## config.mk

```make
export PLATFORM = sky130hd
export DESIGN_NAME = reaction_timer_counter
export DESIGN_NICKNAME = d
export VERILOG_FILES = /design/src/rtl/reaction_timer_counter.sv
export SDC_FILE = /design/constraint.sdc
export NUM_CORES = 1
export LEC_CHECK = 0
export CAP_MARGIN = 25
export CELL_PAD_IN_SITES_DETAIL_PLACEMENT = 1
export CELL_PAD_IN_SITES_GLOBAL_PLACEMENT = 1
export CORE_MARGIN = 2
export CORE_UTILIZATION = 41
export DETAILED_ROUTE_END_ITERATION = 8
export PLACE_DENSITY_LB_ADDON = 0.3
export SYNTH_ARGS = -nofsm -noshare
export SYNTH_HDL_FRONTEND = slang
export SYNTH_SLANG_ARGS = --single-unit
```

## constraint.sdc

```tcl
create_clock -name clk -period 2 [get_ports clk]
set_input_delay 0.4 -clock clk [delete_from_list [all_inputs] [get_ports clk]]
set_output_delay 0.4 -clock clk [all_outputs]
set_load 0.005 [all_outputs]
```

## src/rtl/reaction_timer_counter.sv

```systemverilog
// rtl/reaction_timer_counter.sv - ms timer for the reaction-time FSM: random-delay countdown and reaction count-up
// Also supplies a free-running LED index captured at each delay load.
module reaction_timer_counter #(
  parameter int CLKS_PER_MS  = 50000,
  parameter int MAX_MS       = 2047,
  parameter int LED_NUM      = 17,
  parameter int DELAY_MIN_MS = 1000,
  parameter int DELAY_MASK   = 1023,
  localparam int W  = $clog2(MAX_MS),
  localparam int L  = $clog2(LED_NUM),
  localparam int PW = (CLKS_PER_MS > 1) ? $clog2(CLKS_PER_MS) : 1
) (
  input  logic         clk,
  input  logic         rst,
  input  logic         reset,
  input  logic         up,
  input  logic         enable,
  output logic [W-1:0] timer_value,
  output logic [L-1:0] random_value,
  output logic         ms_tick,
  output logic         saturated
);

  logic [15:0]   lfsr_q, lfsr_d;
  logic [L-1:0]  led_idx_q, led_idx_d;
  logic [PW-1:0] prescaler_q, prescaler_d;
  logic [W-1:0]  timer_q, timer_d;
  logic [L-1:0]  random_q, random_d;
  logic          tick_q, tick_d;
  logic          sat_q, sat_d;
  logic          load_pending_q, load_pending_d;

  logic [W:0]    delay_w;
  logic [W:0]    inc_w;
  logic          feedback;
  logic          presc_last;

  assign feedback   = lfsr_q[15] ^ lfsr_q[13] ^ lfsr_q[12] ^ lfsr_q[10];
  assign delay_w    = (W+1)'(DELAY_MIN_MS) + (W+1)'(lfsr_q & 16'(DELAY_MASK));
  assign inc_w      = {1'b0, timer_q} + (W+1)'(1);
  assign presc_last = (prescaler_q == PW'(CLKS_PER_MS - 1));

  always_comb begin
    lfsr_d         = {lfsr_q[14:0], feedback};
    led_idx_d      = (led_idx_q == L'(LED_NUM - 1)) ? '0 : led_idx_q + L'(1);
    timer_d        = timer_q;
    prescaler_d    = prescaler_q;
    random_d       = random_q;
    tick_d         = 1'b0;
    sat_d          = sat_q;
    load_pending_d = load_pending_q | ~up;

    // A load only fires once per delay phase; further reset cycles with up=1 clear instead.
    if (reset && up && load_pending_q) begin
      timer_d        = delay_w[W-1:0];
      random_d       = led_idx_q;
      prescaler_d    = '0;
      load_pending_d = 1'b0;
      sat_d          = 1'b0;
    end else if (reset) begin
      timer_d     = '0;
      prescaler_d = '0;
      sat_d       = 1'b0;
    end else if (enable) begin
      if (presc_last) begin
        prescaler_d = '0;
        tick_d      = 1'b1;
        if (up) begin
          if (timer_q != '0) timer_d = timer_q - W'(1);
          sat_d = 1'b0;
        end else if (inc_w >= (W+1)'(MAX_MS)) begin
          timer_d = W'(MAX_MS);
          sat_d   = 1'b1;
        end else begin
          timer_d = inc_w[W-1:0];
        end
      end else begin
        prescaler_d = prescaler_q + PW'(1);
      end
    end
  end

  always_ff @(posedge clk or posedge rst) begin
    if (rst) begin
      lfsr_q         <= 16'hACE1;
      led_idx_q      <= '0;
      prescaler_q    <= '0;
      timer_q        <= '0;
      random_q       <= '0;
      tick_q         <= 1'b0;
      sat_q          <= 1'b0;
      load_pending_q <= 1'b1;
    end else begin
      lfsr_q         <= lfsr_d;
      led_idx_q      <= led_idx_d;
      prescaler_q    <= prescaler_d;
      timer_q        <= timer_d;
      random_q       <= random_d;
      tick_q         <= tick_d;
      sat_q          <= sat_d;
      load_pending_q <= load_pending_d;
    end
  end

  assign timer_value  = timer_q;
  assign random_value = random_q;
  assign ms_tick      = tick_q;
  assign saturated    = sat_q;

endmodule

```

# Word level (Yosys, flattened, before mapping)
# Index checks and enable logic that the tools add are counted.
# W data, S select, Z words.
# word_totals
regBits,56
latchBits,0
mem_bits_rw,0
romBits,0
input_bits,5
memories,0
# classes
addsub,5
multipliers,0
div,0
order_cmp,1
eq_ne,3
shifts,0
mux,23
bitwise,5
n_reduce_logical,8
# ops
op,count
$mux W11,7
$mux W16,4
$add A16 B1 Y16 const B,1
$eq A16 B16 Y1 const B,1
$add A11 B1 Y12 const B,1
$ge A12 B11 Y1 const B,1
$add A10 B10 Y11 const A,1
$mux W1,11
$reduce_bool A11 Y1,1
$sub A11 B1 Y11 const B,1
$reduce_and A3 Y1,2
$reduce_bool A3 Y1,2
$add A5 B1 Y5 const B,1
$eq A5 B5 Y1 const B,1
$mux W5,1
$ne A4 B2 Y1 const B,1
$reduce_bool A4 Y1,1
$xor A1 B1 Y1,3
$logic_and A1 B1 Y1,2
$not A1 Y1,1
$or A1 B1 Y1,1

# Logic depth before layout (Yosys ltp)
# depth
depth_word,8
mapped_depth,10
ltp_nobuf,8

# Worst setup path after synthesis
# Ideal clock, no wire load.
# synth_timing
path_type,flip-flop to flip-flop
startpoint,reg timer_q[1] (netlist: timer_value[1])
endpoint,reg timer_q[1] (netlist: timer_value[1])
setup_ns,0.139
t_arrival_ns,2.044
required_time_ns,1.861
slack_ns,-0.183
path_stages_with_launch,10
path_cell_list,dfrtp_1 -> ha_1 -> clkbuf_1 -> a21oi_1 -> nor3_1 -> o32a_1 -> and4b_1 -> clkbuf_2 -> o311ai_0 -> o21ai_0
# synth_between
elab_chain_len,8
elab_cells_between_ends,13
cone_classes,2 x add/sub; 1 x order compare; 1 x eq/ne; 7 x mux; 2 x reduce/logical
# synth_rtl
item,line,rtl
start: declaration,27,"logic [W-1:0] timer_q, timer_d;"
start signal: assignment,97,timer_q <= timer_d;
$add A11 B1 Y12,40,"assign inc_w = {1'b0, timer_q} + (W+1)'(1);"
$ge A12 B11 Y1,71,end else if (inc_w >= (W+1)'(MAX_MS)) begin
$mux W11,71,
$mux W11,68,if (up) begin
$mux W11,65,if (presc_last) begin
$mux W11,64,end else if (enable) begin
$mux W11,60,end else if (reset) begin
$mux W11,54,if (reset && up && load_pending_q) begin
# Parallel ways exist; a longest one is shown, timed or not. The select of a mux whose other input is x is not followed.
# A chain may end at the register's enable or synchronous reset.

# Worst setup path in the final report
# layout_timing
startpoint,reg timer_q[1] (netlist: timer_value[1])
endpoint,reg sat_q (netlist: saturated)
# layout_between
elab_chain_len,4
# layout_rtl
item,line,rtl
$add A11 B1 Y12,40,
$ge A12 B11 Y1,71,
$reduce_bool A4 Y1 (no source line),n/a,
$reduce_and A3 Y1 (no source line),n/a,
end signal: assignment,100,sat_q <= sat_d;
end: declaration,30,"logic sat_q, sat_d;"
# No other way between the ends.

==> results.toml <==
[outcome]
status = "complete, but fails checks"
violations = "negative setup slack"

[timing]
maxSlewHeadroom = 0.631
maxSlewViolCount = 0
tightest_slew_ps = 540
finalCriticalPeriod_ps = 2180
fmax_mhz = 458
setup_tns_ps = -1900
period_share = 1.09
grt_setup_unrepaired = "yes"
setup_viol = 16
final.setup.worst_slack_ps = -184
clock_skew_ps = 14.0
hold_viol_final = 0

[critical_path]
cp-start-kind = "register"
worstPathArrival_ps = 2410
cpPeakStageDelay_ps = 530
setup.worst_path.class = "register to register"
path_cells = "ha_4, buf_4, or4_4, nand3_2, and4b_2, buf_6, o21ai_4, a221oi_2"
slowest_stage = "or4_4"
cp_max_fo = 3
endpoint_kind = "register"
critPathRequiredTime_ps = 2230

[cts]
clk_latency_ps = 320
cts_hold_buf = 0
htree_levels = 2
cts_made_buffers = 5
path_clk_slew_ps = 110
cts_root_buffer = "clkbuf_8"
clk_path_buf_depth = 2
cts_tree = "yes"
cts_sinks = 56

[run]
max_cap_viol_count = 0

[pwr]
total_power_w = 0.00277
p_int_w = 0.00187
p_switching_w = 0.000891
p_clk_frac = 0.254
power.leakage_nw = 2.02
power.share.switching = 0.322
power_frac_comb = 0.290
power_frac_seq = 0.456
vdd_ir_drop_max_mv = 0.429
cellPowerDensity_mw_per_mm2 = 608

[yosys]
yosysMostFrequentCell = "dfrtp_1"
synthFlopType = "dfrtp_1"
synth_top_area_frac = 0.363
syn_area_mm2 = 0.00324
synthCells = 349
synthTopCellsByArea = "dfrtp_1 (36%), dfstp_2 (7.3%), nor2_1 (4.4%)"
async_flop_share = 1.00
syn_nets = 362
yosys_warnings = 0
synthTopCellsByCount = "dfrtp_1 (47), nor2_1 (38), nand2_1 (30), o21ai_0 (26), nand3_1 (16)"
ys_seq_area_frac = 0.436
synth-edff-count = 0
synth_area_per_cell_um2 = 9.29
synth_area_leader_cell = "dfrtp_1"
synth_seq_cells = 56
ys_types = 60

[global_route]
met1_usage = 0.324
gr-usage-met2 = 0.429
antenna_found_initial = 0
grt_start_max_net_pins = 44
grt_usage = 0.247
top_usage_layer = "met2"
grt_first_pass_wirelength_um = 16800
met3_usage = 0.0317
grt_overflow = 0
grt_pass1_vias = 3256

[detailed_routing]
ant_nets = 0
drcViolationCount = 0
vias = 3132
wirelength_um = 11400
routedWlPerCell_um = 20.7
dr.pass1.iters = 4
dr.first_iter.drc_count = 161
via_per_inst = 5.70

[placement]
gp_congestion = 0.826
placed_area_mm2 = 0.00402
place_ws_ps = -260
hpwl_um = 7240
numPortBuffers = 22

[die]
core-area_mm2 = 0.00769
die-height_um = 92.9
die_x_um = 92.9
start_util = 0.422
io_pins = 23
dieArea_mm2 = 0.00864
row_count = 32

[cells_and_area]
nets = 459
antennaDiodeCount = 0
final_cell_area_mm2 = 0.00455
fill_cells = 860
utilization = 0.592
layout-drive-gt1-share = 0.365
syn2layout_area_growth_pct = 40.2

[hold_path]
min_path_type = "primary input to asynchronous set/reset pin"
==> state kept, by name (all words and copies together), names as in the netlist <==
name	count
random_value	5
lfsr_q	16
prescaler_q	16
ms_tick	1
led_idx_q	5
saturated	1
timer_value	11
load_pending_q	1
==> path summary, 6_finish.rpt <==
check,start,to,slack [ps],depth (start not counted)
min in group clk,lfsr_q[10],lfsr_q[11],380,0
worst min register to register,lfsr_q[10],lfsr_q[11],380,0
worst min-delay path,rst,prescaler_q[0],360,2
max in group asynchronous,rst,load_pending_q,1030,3
worst max register to register,timer_value[1],saturated,-180,8
worst max-delay path,timer_value[1],saturated,-180,8
==> cell type report <==
class                      instances  area [um2]  share of cell area
clock buffer                       6        82.6              0.0182
timing repair buffer             113         956               0.210
multi-input combinational        260        1900               0.418
tap                              102         128              0.0281
clock inverter                     2        17.5             0.00385
sequential                        56        1420               0.313
inverter                          10        40.0             0.00880
==> routing by layer <==
layer	vias to the layer above	wire, um
met5	-	0
met4	0	308
met3	24	349
met2	76	5750
met1	1595	4960
li1	1437	-
==> power groups by stage <==
stage / logic (W) / registers [W] / clock network [W]
3_5_place_dp: 0.000684 / 0.00127 / 0
2_1_floorplan: 0.000357 / 0.00125 / 0
6_report: 0.000802 / 0.00126 / 0.000702
3_3_place_gp: 0.000658 / 0.00127 / 0
4_1_cts: 0.000726 / 0.00125 / 0.000714
5_1_grt: 0.000863 / 0.00127 / 0.000767
==> through the flow <==
| stage | hold WS, ps | instances |
|---|---|---|
| after floorplan | 333 | 349 |
| after global placement | 336 | 514 |
| after detailed placement | 355 | 514 |
| after CTS | 357 | 533 |
| after global routing | 361 | 549 |
| final | 361 | 549 |
==> cells by family after synthesis <==
logic type	after synthesis	share of synthesized area
multiplexers	3	0.00926
flip-flops	56	0.436
AND/OR/NAND/NOR	148	0.256
AO/OA/AOI/OAI	73	0.148
adder cells (fa/ha/maj)	8	0.0309
XOR/XNOR	28	0.0756
buffers and inverters	33	0.0448
==> layout by cell type (no fill, tap or decap), types with 3 or more instances in the layout <==
| master | synthesis | final |
|---|---|---|
| buf_4 | 4 | 80 |
| dfrtp_1 | 47 | 40 |
| nor2_1 | 38 | 35 |
| nand2_1 | 30 | 30 |
| clkdlybuf4s50_1 | 0 | 21 |
| xnor2_1 | 15 | 15 |
| nand3_1 | 16 | 13 |
| xor2_1 | 13 | 13 |
| o21ai_0 | 26 | 12 |
| a21oi_1 | 12 | 11 |
| buf_6 | 0 | 10 |
| dfstp_2 | 9 | 9 |
| and3_1 | 8 | 8 |
| nand4_1 | 8 | 8 |
| inv_1 | 10 | 8 |
| o21ai_1 | 1 | 8 |
| nor3_1 | 10 | 7 |
| dfrtp_2 | 0 | 7 |
| o21ai_2 | 1 | 6 |
| clkbuf_8 | 0 | 6 |
| ha_1 | 8 | 5 |
| nand4b_1 | 4 | 4 |
| a211o_1 | 4 | 4 |
| a31oi_1 | 6 | 4 |
| nor3_2 | 0 | 3 |
| nor4_4 | 3 | 3 |
| and4_1 | 3 | 3 |
| nand2b_1 | 3 | 3 |
| nand3_2 | 0 | 3 |
| mux2i_1 | 3 | 3 |
| nor2_2 | 0 | 3 |
==> critical path: cells and delay by family, from the launching register on <==
family          cells  cell delay, ps
simple gates        3             940
flops               1             460
compound gates      2             270
buf+inv             2             270
fa+ha+maj           1             180
==> what timing repair did <==
action / 4_1_cts / 5_1_grt
gates resized for setup: 21 / 45
cloned: 0 / 0
setup buffers: 11 / 17
pin swaps: 14 / 29
endpoints found under the setup margin: 14 / 20
No activity file was read; power rests on OpenSTA's default activity.
